### src/rtl/uart_loader_pkg.sv
// Shared types and defaults for the UART program loader.
package uart_loader_pkg;

  typedef enum logic [1:0] {
    IDLE  = 2'd0,
    START = 2'd1,
    DATA  = 2'd2,
    STOP  = 2'd3
  } rx_state_e;

  localparam int          DEF_CLKS_PER_BIT = 347;  // 40 MHz / 115200 baud
  localparam logic [31:0] DEF_END_WORD     = 32'h0000_0FFF;

endpackage

### src/rtl/uart_rx_byte.sv
// 8N1 UART byte receiver: 2-flop synchronizer, start-bit validation, mid-bit sampling.
module uart_rx_byte
  import uart_loader_pkg::*;
#(
  parameter int CLKS_PER_BIT = DEF_CLKS_PER_BIT
) (
  input  logic       wb_clk_i,
  input  logic       wb_rst_i,
  input  logic       rx_i,
  output logic [7:0] byte_o,
  output logic       byte_valid_o,
  output logic       frame_err_o
);

  localparam int          CW   = $clog2(CLKS_PER_BIT);
  localparam logic [CW-1:0] FULL = CW'(CLKS_PER_BIT - 1);
  localparam logic [CW-1:0] HALF = CW'(CLKS_PER_BIT / 2 - 1);

  rx_state_e     state, state_d;
  logic          rx_s1, rx_s2;
  logic [CW-1:0] baud_cnt, baud_cnt_d;
  logic [2:0]    bit_cnt, bit_cnt_d;
  logic [7:0]    shift_q, shift_d;

  always_ff @(posedge wb_clk_i) begin
    if (wb_rst_i) begin
      rx_s1    <= 1'b1;
      rx_s2    <= 1'b1;
      state    <= IDLE;
      baud_cnt <= '0;
      bit_cnt  <= '0;
      shift_q  <= '0;
    end else begin
      rx_s1    <= rx_i;
      rx_s2    <= rx_s1;
      state    <= state_d;
      baud_cnt <= baud_cnt_d;
      bit_cnt  <= bit_cnt_d;
      shift_q  <= shift_d;
    end
  end

  always_comb begin
    state_d      = state;
    baud_cnt_d   = baud_cnt + CW'(1);
    bit_cnt_d    = bit_cnt;
    shift_d      = shift_q;
    byte_valid_o = 1'b0;
    frame_err_o  = 1'b0;
    case (state)
      IDLE: begin
        baud_cnt_d = '0;
        bit_cnt_d  = '0;
        if (!rx_s2) state_d = START;
      end
      START: begin
        // A start bit still high at mid-bit is a line glitch: drop it silently.
        if (baud_cnt == HALF) begin
          baud_cnt_d = '0;
          state_d    = rx_s2 ? IDLE : DATA;
        end
      end
      DATA: begin
        if (baud_cnt == FULL) begin
          baud_cnt_d = '0;
          shift_d    = {rx_s2, shift_q[7:1]};
          bit_cnt_d  = bit_cnt + 3'd1;
          if (bit_cnt == 3'd7) state_d = STOP;
        end
      end
      STOP: begin
        if (baud_cnt == FULL) begin
          baud_cnt_d   = '0;
          state_d      = IDLE;
          byte_valid_o = rx_s2;
          frame_err_o  = !rx_s2;
        end
      end
      default: state_d = IDLE;
    endcase
  end

  assign byte_o = shift_q;

endmodule

### src/rtl/uart_prog_loader.sv
// Assembles received bytes into little-endian words and streams them into instruction memory.
module uart_prog_loader
  import uart_loader_pkg::*;
#(
  parameter int          CLKS_PER_BIT = DEF_CLKS_PER_BIT,
  parameter int          ADDR_W       = 10,
  parameter logic [31:0] END_WORD     = DEF_END_WORD
) (
  input  logic              wb_clk_i,
  input  logic              wb_rst_i,
  input  logic              rx_i,
  output logic              imem_we_o,
  output logic [ADDR_W-1:0] imem_addr_o,
  output logic [31:0]       imem_wdata_o,
  output logic              prog_done_o,
  output logic              frame_err_o
);

  logic [7:0]  rx_byte;
  logic        rx_valid, rx_ferr;
  logic [1:0]  byte_cnt;
  logic [23:0] word_q;
  logic [31:0] full_word;
  logic        addr_last;

  uart_rx_byte #(.CLKS_PER_BIT(CLKS_PER_BIT)) u_rx (
    .wb_clk_i     (wb_clk_i),
    .wb_rst_i     (wb_rst_i),
    .rx_i         (rx_i),
    .byte_o       (rx_byte),
    .byte_valid_o (rx_valid),
    .frame_err_o  (rx_ferr)
  );

  assign full_word = {rx_byte, word_q};
  assign addr_last = (imem_addr_o == {ADDR_W{1'b1}});

  always_ff @(posedge wb_clk_i) begin
    if (wb_rst_i) begin
      imem_we_o    <= 1'b0;
      imem_addr_o  <= '0;
      imem_wdata_o <= '0;
      prog_done_o  <= 1'b0;
      frame_err_o  <= 1'b0;
      byte_cnt     <= '0;
      word_q       <= '0;
    end else begin
      imem_we_o   <= 1'b0;
      frame_err_o <= rx_ff_err_q(rx_ferr);
      // Address advances after the write cycle and sticks at the top of memory.
      if (imem_we_o && !addr_last) imem_addr_o <= imem_addr_o + ADDR_W'(1);
      if (rx_ferr) begin
        byte_cnt <= '0;
      end else if (rx_valid) begin
        byte_cnt <= byte_cnt + 2'd1;
        case (byte_cnt)
          2'd0: word_q[7:0]   <= rx_byte;
          2'd1: word_q[15:8]  <= rx_byte;
          2'd2: word_q[23:16] <= rx_byte;
          default: begin
            if (!prog_done_o) begin
              if (full_word == END_WORD) begin
                prog_done_o <= 1'b1;
              end else begin
                imem_we_o    <= 1'b1;
                imem_wdata_o <= full_word;
                if (addr_last) prog_done_o <= 1'b1;
              end
            end
          end
        endcase
      end
    end
  end

  function automatic logic rx_ff_err_q(input logic e);
    return e;
  endfunction

endmodule

### config.mk
export PLATFORM = sky130hd
export DESIGN_NAME = uart_prog_loader
export DESIGN_NICKNAME = d
export VERILOG_FILES = /design/src/rtl/uart_loader_pkg.sv /design/src/rtl/uart_rx_byte.sv /design/src/rtl/uart_prog_loader.sv
export SDC_FILE = /design/constraint.sdc
export NUM_CORES = 1
export LEC_CHECK = 0
export CORE_UTILIZATION = 63
export CTS_CLUSTER_DIAMETER = 120
export CTS_CLUSTER_SIZE = 24
export DETAILED_ROUTE_END_ITERATION = 12
export DONT_BUFFER_PORTS = 1
export PLACE_DENSITY_LB_ADDON = 0.05
export SLEW_MARGIN = 20
export SYNTH_ARGS = -nofsm -noshare
export SYNTH_HDL_FRONTEND = slang
export SYNTH_SLANG_ARGS = --single-unit
### constraint.sdc
create_clock -name wb_clk_i -period 2.75 [get_ports wb_clk_i]
set_input_delay 0.825 -clock wb_clk_i [delete_from_list [all_inputs] [get_ports wb_clk_i]]
set_output_delay 0.825 -clock wb_clk_i [all_outputs]
set_load 0.02 [all_outputs]
==> results.json, run 1 <==
{
  "status": "finished clean",
  "worst_setup_path_end_kind": "flop",
  "whs_path_depth": 1,
  "via_per_inst": 5.603,
  "fin_crit_sh_pct": 79.54,
  "wl_met3_um": 249,
  "switching_share_pct": 20.51,
  "fin_cells": 499,
  "initial_core_util_pct": 65.32,
  "final_area_mm2": 0.004427,
  "grt_pass1_vias": 2636,
  "powerDensity_mw_per_mm2": 529.7,
  "synth.avg_cell_area_um2": 9.899,
  "io_pins": 48,
  "ctsResizeCount": 0,
  "grt_use_total_pct": 22.35,
  "synthArstFlopShare_pct": 0,
  "rows": 29,
  "hold_start": "u_rx.rx_s1$_SDFF_PP1_",
  "die_area_mm2": 0.006912,
  "post-place-cells": 483,
  "crit_path_start_kind": "flop",
  "cts_tree": "built",
  "hold_viol": 0,
  "globalRouteOverflowTotal": 0,
  "wire_per_inst_um": 14.82,
  "cts_buffers": 9,
  "top_layer": "met4",
  "rsz0062_at_grt": "false",
  "p_clk_share_pct": 40.4,
  "cp.arrival_ns": 2.48,
  "synth.distinct_cells": 43,
  "relSlewSlack_pct": 59.28,
  "p_int_uw": 1864,
  "fin_crit_ns": 2.187,
  "mostFrequentLayoutCell": "dfxtp_1",
  "cts-root-buf": "clkbuf_8",
  "synth.top_cell.area_share_pct": 45.85,
  "p_switching_uw": 480.8,
  "rr_worst_depth": 6,
  "postSynthCellCount": 419,
  "clk_latency_ns": 0.36,
  "dr_wl_met2_um": 3612,
  "layout-drive-gt1-share_pct": 7.583,
  "timing.reg2reg.setup_slack_ns": 0.56,
  "synth_fp_nets": 432,
  "yosysWarnings": 0,
  "place_ws_ns": 0.5697,
  "die_h_um": 83.14,
  "drv_slew": 0,
  "final_cell_mix": "dfxtp_1, nand2b_1, mux2i_1",
  "syn2layout_area_growth_pct": 6.727,
  "cts.path.max_buffers": 2,
  "vias": 2796,
  "worst_slew_pin_slew_ns": 0.6056,
  "post-dp-hpwl_um": 4813,
  "grt_max_degree": 120,
  "chipWidth_um": 83.14,
  "skew_ns": 0.01637,
  "power_frac_comb_pct": 0.7,
  "dpl_cell_area_mm2": 0.004220,
  "hold_ws_ns": 0.4163,
  "clock-sinks": 95,
  "r2r_start": "u_rx.baud_cnt[1]$_SDFF_PP0_",
  "firstDrtPassIters": 4,
  "maxCapViolCount": 0,
  "holdPathEnd": "u_rx.rx_s2$_SDFF_PP1_",
  "netlist_top_cells_area": "dfxtp_1, mux2i_1, nand2b_1, nor2_1, ha_1",
  "clk_pin_slew_ns": 0.10,
  "r2r_end": "imem_wdata_o[27]$_SDFFE_PP0P_",
  "ys.flop_type": "dfxtp_1",
  "grt_antenna_before_repair": 0,
  "hold_path_class": "flop to flop",
  "port_buffers": 0,
  "p_leak_uw": 0.001603,
  "ys_seq_area_share_pct": 45.85,
  "nNetsFinal": 430,
  "grt_pass1_wl_um": 12510,
  "fin_setup_tns_ns": 0,
  "gp_congestion": 0.7602,
  "wl_met1_um": 3428,
  "synth_seq_cells": 95,
  "irDropWorstVdd_mv": 0.3685,
  "critical_path.max_fanout": 32,
  "postCtsHoldBufs": 0,
  "synth_top_area_cell": "dfxtp_1",
  "drc_errors": 0,
  "wl_um": 7395,
  "postCtsSetupBuffers": 0,
  "syn_area_mm2": 0.004148,
  "required_ns": 3.04,
  "finalSetupViolations": 0,
  "max_freq_mhz": 457.2,
  "drtIter0Drc": 121,
  "power_frac_seq_pct": 58.8,
  "drtAntennaViolNets": 0,
  "coreArea_mm2": 0.006350,
  "synth_edf_count": 0,
  "path_class": "flop to flop",
  "diodes": 0,
  "layout_setup_ws_ns": 0.5627,
  "h-tree-depth": 3
}
[per-layer routing]
layer | vias to the layer above | global-route usage (%)
met1 | 1294 | 27.46
met4 | 0 | 7.837
met2 | 46 | 38.08
met3 | 9 | 5.567
met5 | - | 0
li1 | 1447 | -
[kinds of logic (layout without fill, tap and decap cells)]
logic type / Yosys count / after routing / share of synthesized area (%)
multiplexers: 66 / 66 / 15.96
buffers and inverters: 30 / 33 / 3.288
AND/OR/NAND/NOR: 175 / 175 / 24.59
XOR/XNOR: 11 / 11 / 2.323
AO/OA/AOI/OAI: 32 / 32 / 4.977
flip-flops: 95 / 95 / 45.85
adder cells (fa/ha/maj): 10 / 10 / 3.017
[registers in the layout, summed over array words and instances (netlist names), 2 cells and up, named ones only]
name	cells
byte_cnt	2
imem_addr_o	10
u_rx.baud_cnt	9
imem_wdata_o	32
u_rx.byte_o	8
word_q	24
u_rx.bit_cnt	3
[power groups by stage]
stage                     logic (uW)  registers [uW]  clock network [uW]
after CTS                       18.0            1380                 967
after detailed placement        18.0            1410                   0
after floorplan                 36.0            1410                   0
after global placement          17.6            1410                   0
after global routing            18.2            1380                1020
final                           17.5            1380                 948
[metrics by stage]
| stage | total power, uW | utilization, % |
|---|---|---|
| after floorplan | 1446 | - |
| after global placement | 1429 | 66.46 |
| after detailed placement | 1429 | 66.46 |
| after CTS | 2364 | 69.71 |
| after global routing | 2421 | 69.71 |
| final | 2345 | 69.71 |
[critical path, stage by stage, from the launching register on]
cell and delay [ns]:
dfxtp_1 0.43, ha_1 0.19, nand4b_1 0.14, or4_4 0.57
a2111oi_4 0.26, buf_12 0.29, mux2i_1 0.24
[final cells by class]
class | count | area [um^2]
Multi-Input combinational cell | 294 | 2116
Fill cell | 481 | 1923
Timing Repair Buffer | 8 | 72.57
Clock buffer | 12 | 155.1
Tap cell | 77 | 96.34
Clock inverter | 4 | 51.30
Sequential cell | 95 | 1902
Inverter | 9 | 33.78
[worst max path at each step]
| stage | from | endpoint | cells after the start |
|---|---|---|---|
| floorplan | u_rx.baud_cnt[0]$_SDFF_PP0_ | imem_wdata_o[10]$_SDFFE_PP0P_ | 7 |
| global placement | u_rx.baud_cnt[0]$_SDFF_PP0_ | imem_wdata_o[14]$_SDFFE_PP0P_ | 7 |
| detailed placement | u_rx.baud_cnt[0]$_SDFF_PP0_ | imem_wdata_o[27]$_SDFFE_PP0P_ | 7 |
| CTS | u_rx.baud_cnt[1]$_SDFF_PP0_ | imem_wdata_o[7]$_SDFFE_PP0P_ | 6 |
| global route | u_rx.baud_cnt[0]$_SDFF_PP0_ | imem_wdata_o[27]$_SDFFE_PP0P_ | 7 |
| finish | u_rx.baud_cnt[1]$_SDFF_PP0_ | imem_wdata_o[27]$_SDFFE_PP0P_ | 6 |
[synth_stat cells (2+ instances only)]
cell	n
and3_1	3
clkbuf_1	16
and4_1	2
nor4_1	3
and4b_1	2
xor2_1	10
nor3_1	4
nor4b_1	3
nand4_1	9
nor4bb_1	3
o31ai_1	2
nand2b_1	66
a211oi_1	3
ha_1	10
o21ai_0	8
buf_6	3
nand2_1	8
nor2_1	49
nand3_1	5
or2_2	2
dfxtp_1	95
mux2i_1	65
a21oi_1	14
or3_1	3
inv_1	9
nand4b_1	3
or4_1	3
(Power assumes the default switching activity.)
==> inputs of run 2 (changes only) <==
==> constraint.sdc (replaced) <==
create_clock -name wb_clk_i -period 2.23 [get_ports wb_clk_i]
set_input_delay 0.669 -clock wb_clk_i [delete_from_list [all_inputs] [get_ports wb_clk_i]]
set_output_delay 0.669 -clock wb_clk_i [all_outputs]
set_load 0.02 [all_outputs]
==> results.json, run 2 (synthesis gave the netlist of run 1 again) <==
{
  "status": "finished clean",
  "grt_max_degree": 120,
  "crit_path_start_kind": "flop",
  "wl_um": 8170,
  "coreArea_mm2": 0.006350,
  "multi_input_area_mm2": 0.002116,
  "io_pins": 48,
  "p_total_uw": 2868,
  "layout-drive-gt1-share_pct": 12.22,
  "wire_per_inst_um": 15.74,
  "gp_congestion": 0.8069,
  "postCtsHoldBufs": 0,
  "rsz0062_at_grt": "false",
  "drc_errors": 0,
  "irDropWorstVdd_mv": 0.4811,
  "worst_slew_pin_slew_ns": 0.6745,
  "max_freq_mhz": 472.0,
  "hold_ws_ns": 0.3554,
  "hold_viol": 0,
  "powerDensity_mw_per_mm2": 625.3,
  "mostFrequentLayoutCell": "dfxtp_1",
  "fin_setup_tns_ns": 0,
  "rows": 29,
  "chipWidth_um": 83.14,
  "largest_registers": "imem_wdata_o: 32 flops, word_q: 24 flops, imem_addr_o: 10 flops",
  "nNetsFinal": 450,
  "drtIter0Drc": 147,
  "die_area_mm2": 0.006912,
  "drv_slew": 0,
  "diodes": 0,
  "required_ns": 2.53,
  "maxCapViolCount": 0,
  "firstDrtPassIters": 6,
  "globalRouteOverflowTotal": 0,
  "via_per_inst": 5.671,
  "fin_util_pct": 72.24,
  "cp.arrival_ns": 2.42,
  "relSlewSlack_pct": 54.73,
  "cts.path.max_buffers": 2,
  "path_class": "flop to flop",
  "syn2layout_area_growth_pct": 10.59,
  "die_h_um": 83.14,
  "drtAntennaViolNets": 0,
  "clock-sinks": 95,
  "h-tree-depth": 3,
  "regMostFlops": "imem_wdata_o",
  "worst_setup_path_end_kind": "flop",
  "vias": 2943,
  "hold_path_class": "primary input to flop",
  "post-dp-hpwl_um": 5123,
  "cts-root-buf": "clkbuf_8",
  "fillers": 508,
  "largest_reg_flops": 32,
  "cts_buffers": 9,
  "finalSetupViolations": 0,
  "port_buffers": 0,
  "cts_tree": "built",
  "grt_use_total_pct": 23.85,
  "p_leak_uw": 0.001717,
  "clk_pin_slew_ns": 0.10,
  "initial_core_util_pct": 65.32,
  "grt_pass1_wl_um": 13150,
  "skew_ns": 0.01475,
  "clk_latency_ns": 0.38,
  "grt_antenna_before_repair": 0,
  "grt_pass1_vias": 2799,
  "final_cell_mix": "dfxtp_1, nand2b_1, mux2i_1",
  "critical_path.max_fanout": 8,
  "register_area_mm2": 0.001903,
  "fin_crit_sh_pct": 95.00,
  "fin_crit_ns": 2.119
}
run 2: final timing paths:
path                            cells after the start             startpoint  slack [ns]                      endpoint
worst max-delay path                                6                   flop        0.11  imem_wdata_o[4]$_SDFFE_PP0P_
worst min-delay path                                1               wb_rst_i        0.36       word_q[12]$_SDFFE_PP0P_
worst max register to register                      6                   flop        0.11  imem_wdata_o[4]$_SDFFE_PP0P_
worst min register to register                      1  u_rx.rx_s1$_SDFF_PP1_        0.41         u_rx.rx_s2$_SDFF_PP1_
run 2: cell type report:
class | count | share of cell area, %
clock inverters | 7 | 1.528
repair buffers | 28 | 5.319
multi-input cells | 294 | 46.13
flip-flops and latches | 95 | 41.49
clock buffers | 9 | 2.700
well taps | 77 | 2.100
inverters | 9 | 0.7365
run 2: per-layer routing:
layer	up-vias	global-route usage, %	share of wire, %
li1	1482	-	-
met1	1396	30.15	46
met2	53	39.49	49
met3	12	4.970	3.1
met4	0	10.19	1.8
met5	-	0	0
run 2: metrics by stage:
stage          area (um^2)  worst slack (ns)  std cells
2_1_floorplan         4148            0.1699        419
3_3_place_gp          4348            0.2111        500
3_5_place_dp          4348            0.1385        500
4_1_cts               4542            0.1276        516
5_1_grt               4587          0.007656        519
6_report              4587            0.1114        519
run 2: what timing repair did:
item | 4_1_cts | 5_1_grt
setup buffers | 0 | 1
resized for setup | 0 | 4
endpoints found under the setup margin | 0 | 5
run 2: power breakdown:
group	internal [uW]	switching (uW)
clock network	520	624
logic	20.3	5.41
registers	1700	1.24
run 2: critical path, cell delays in order (launching register included):
cell and delay [ns]:
dfxtp_1 0.47, inv_1 0.14, or4_4 0.58, a2111oi_4 0.27, buf_4 0.21, buf_6 0.19
mux2i_1 0.19
==> inputs of run 3 (changes only) <==
--- a/config.mk
+++ b/config.mk
@@ -10,7 +10,7 @@
 export CTS_CLUSTER_SIZE = 24
 export DETAILED_ROUTE_END_ITERATION = 12
 export DONT_BUFFER_PORTS = 1
-export PLACE_DENSITY_LB_ADDON = 0.05
+export PLACE_DENSITY = 0.8
 export SLEW_MARGIN = 20
 export SYNTH_ARGS = -nofsm -noshare
 export SYNTH_HDL_FRONTEND = slang
==> constraint.sdc (replaced) <==
create_clock -name wb_clk_i -period 2.4 [get_ports wb_clk_i]
set_input_delay 0.72 -clock wb_clk_i [delete_from_list [all_inputs] [get_ports wb_clk_i]]
set_output_delay 0.72 -clock wb_clk_i [all_outputs]
set_load 0.02 [all_outputs]
==> results.json, run 3 (synthesis gave the netlist of run 1 again) <==
{
  "irDropWorstVdd_mv": 0.4961,
  "crit_path_top_delay_cell": "or4_4",
  "die_h_um": 83.14,
  "via_per_inst": 5.786,
  "grt_use_total_pct": 23.65,
  "grt_pass1_wl_um": 13100,
  "worst_slew_pin_slew_ns": 0.6365,
  "required_ns": 2.69,
  "layout-drive-gt1-share_pct": 7.820,
  "hold_viol": 0,
  "wire_per_inst_um": 15.17,
  "coreArea_mm2": 0.006350,
  "busiest_layer": "met2",
  "ctsResizeCount": 0,
  "fin_setup_tns_ns": 0,
  "path_class": "flop to flop",
  "grt_use_met2_pct": 40.69,
  "critical_path.max_fanout": 32,
  "clk_latency_ns": 0.37,
  "globalRouteOverflowTotal": 0,
  "crit_path_start_kind": "flop",
  "cts_buffers": 9,
  "chipWidth_um": 83.14,
  "postCtsSetupBuffers": 0,
  "clock-sinks": 95,
  "gp_congestion": 0.7908,
  "drc_errors": 0,
  "place_ws_ns": 0.2182,
  "grt_pass1_vias": 2820,
  "fin_util_pct": 69.50,
  "drtAntennaViolNets": 0,
  "port_buffers": 0,
  "die_area_mm2": 0.006912,
  "critPathBufInv": 2,
  "mostFrequentLayoutCell": "dfxtp_1",
  "whs_path_depth": 1,
  "relSlewSlack_pct": 57.44,
  "clk_pin_slew_ns": 0.09,
  "diodes": 0,
  "grt_antenna_before_repair": 0,
  "p_total_uw": 2616,
  "largest_registers": "imem_wdata_o: 32 flops, word_q: 24 flops, imem_addr_o: 10 flops",
  "rows": 29,
  "h-tree-depth": 3,
  "nNetsFinal": 431,
  "largest_reg_flops": 32,
  "status": "finished clean",
  "hold_path_class": "primary input to flop",
  "cts_tree": "built",
  "rsz0062_at_grt": "false",
  "crit_path_cell_trace": "inv_1, ha_1, nand4b_1, or4_4, a2111oi_4, buf_12, mux2i_1",
  "layout_setup_ws_ns": 0.1982,
  "firstDrtPassIters": 4,
  "syn2layout_area_growth_pct": 6.395,
  "io_pins": 48,
  "vias": 2887,
  "grtUsageMet1_pct": 28.35,
  "finalSetupViolations": 0,
  "crit_cells": 7,
  "grt_max_degree": 120,
  "worst_setup_path_end_kind": "flop",
  "grt_util_met3_pct": 5.666,
  "drv_slew": 0,
  "max_freq_mhz": 454.2,
  "initial_core_util_pct": 65.32,
  "cts.path.max_buffers": 2,
  "final_cell_mix": "dfxtp_1, nand2b_1, mux2i_1",
  "cp.arrival_ns": 2.49,
  "fin_crit_sh_pct": 91.74,
  "cts-root-buf": "clkbuf_8",
  "wl_um": 7570,
  "postCtsHoldBufs": 0,
  "regMostFlops": "imem_wdata_o",
  "maxCapViolCount": 0,
  "rr_worst_depth": 7,
  "p_leak_uw": 0.001606,
  "skew_ns": 0.009284,
  "drtIter0Drc": 150,
  "cpPeakStageDelay_ns": 0.58,
  "hold_ws_ns": 0.4164,
  "cp_top_family": "simple AND/OR/NAND/NOR gates",
  "fin_crit_ns": 2.202,
  "powerDensity_mw_per_mm2": 592.8,
  "post-dp-hpwl_um": 4924
}
==> run 3: cell types whose count changed in the layout (fill, tap and decap cells not counted) <==
cell	change
buf_4	-17
buf_6	-1
clkbuf_16	-1
dfxtp_1	+1
dfxtp_2	-1
inv_6	-1
==> run 3: layout make-up <==
type	instances	area [um^2]
clock inverter	6	61.31
tap	77	96.34
fill	502	1937
clock buffer	9	123.9
timing repair buffer	9	80.08
multi-input combinational	294	2116
inverter	9	33.78
sequential	95	1902
==> run 3: worst paths after layout <==
path,to,slack (ns),from
worst max-delay path,imem_wdata_o[31]$_SDFFE_PP0P_,0.20,u_rx.baud_cnt[0]$_SDFF_PP0_
worst min-delay path,word_q[12]$_SDFFE_PP0P_,0.42,wb_rst_i
worst max register to register,imem_wdata_o[31]$_SDFFE_PP0P_,0.20,u_rx.baud_cnt[0]$_SDFF_PP0_
worst min register to register,u_rx.rx_s2$_SDFF_PP1_,0.42,u_rx.rx_s1$_SDFF_PP1_
==> run 3: routing by layer <==
metal | part of all wire (%) | vias up
met5 | 0 | -
met4 | 2.0 | 0
met3 | 3.1 | 14
met2 | 50 | 38
met1 | 45 | 1386
li1 | - | 1449
==> run 3: worst register-to-register path, delay by kind of cell, from the launching register on <==
kind	cells	cell delay, ns
DFF	1	0.36
adders and majority gates	1	0.16
buffers and inverters	2	0.36
AOI/OAI and AO/OA	1	0.28
muxes	1	0.25
and+or+nand+nor	2	0.72
==> run 3: where the power goes <==
part / switching, uW / internal [uW]
clock network: 543 / 474
registers: 2.96 / 1580
logic: 2.37 / 17.7
total: 548 / 2070
==> run 3: per-stage QoR <==
step,cells,cell area [um^2]
4_1_cts,499,4413
3_5_place_dp,484,4228
5_1_grt,499,4413
6_report,499,4413
2_1_floorplan,419,4148
3_3_place_gp,484,4228
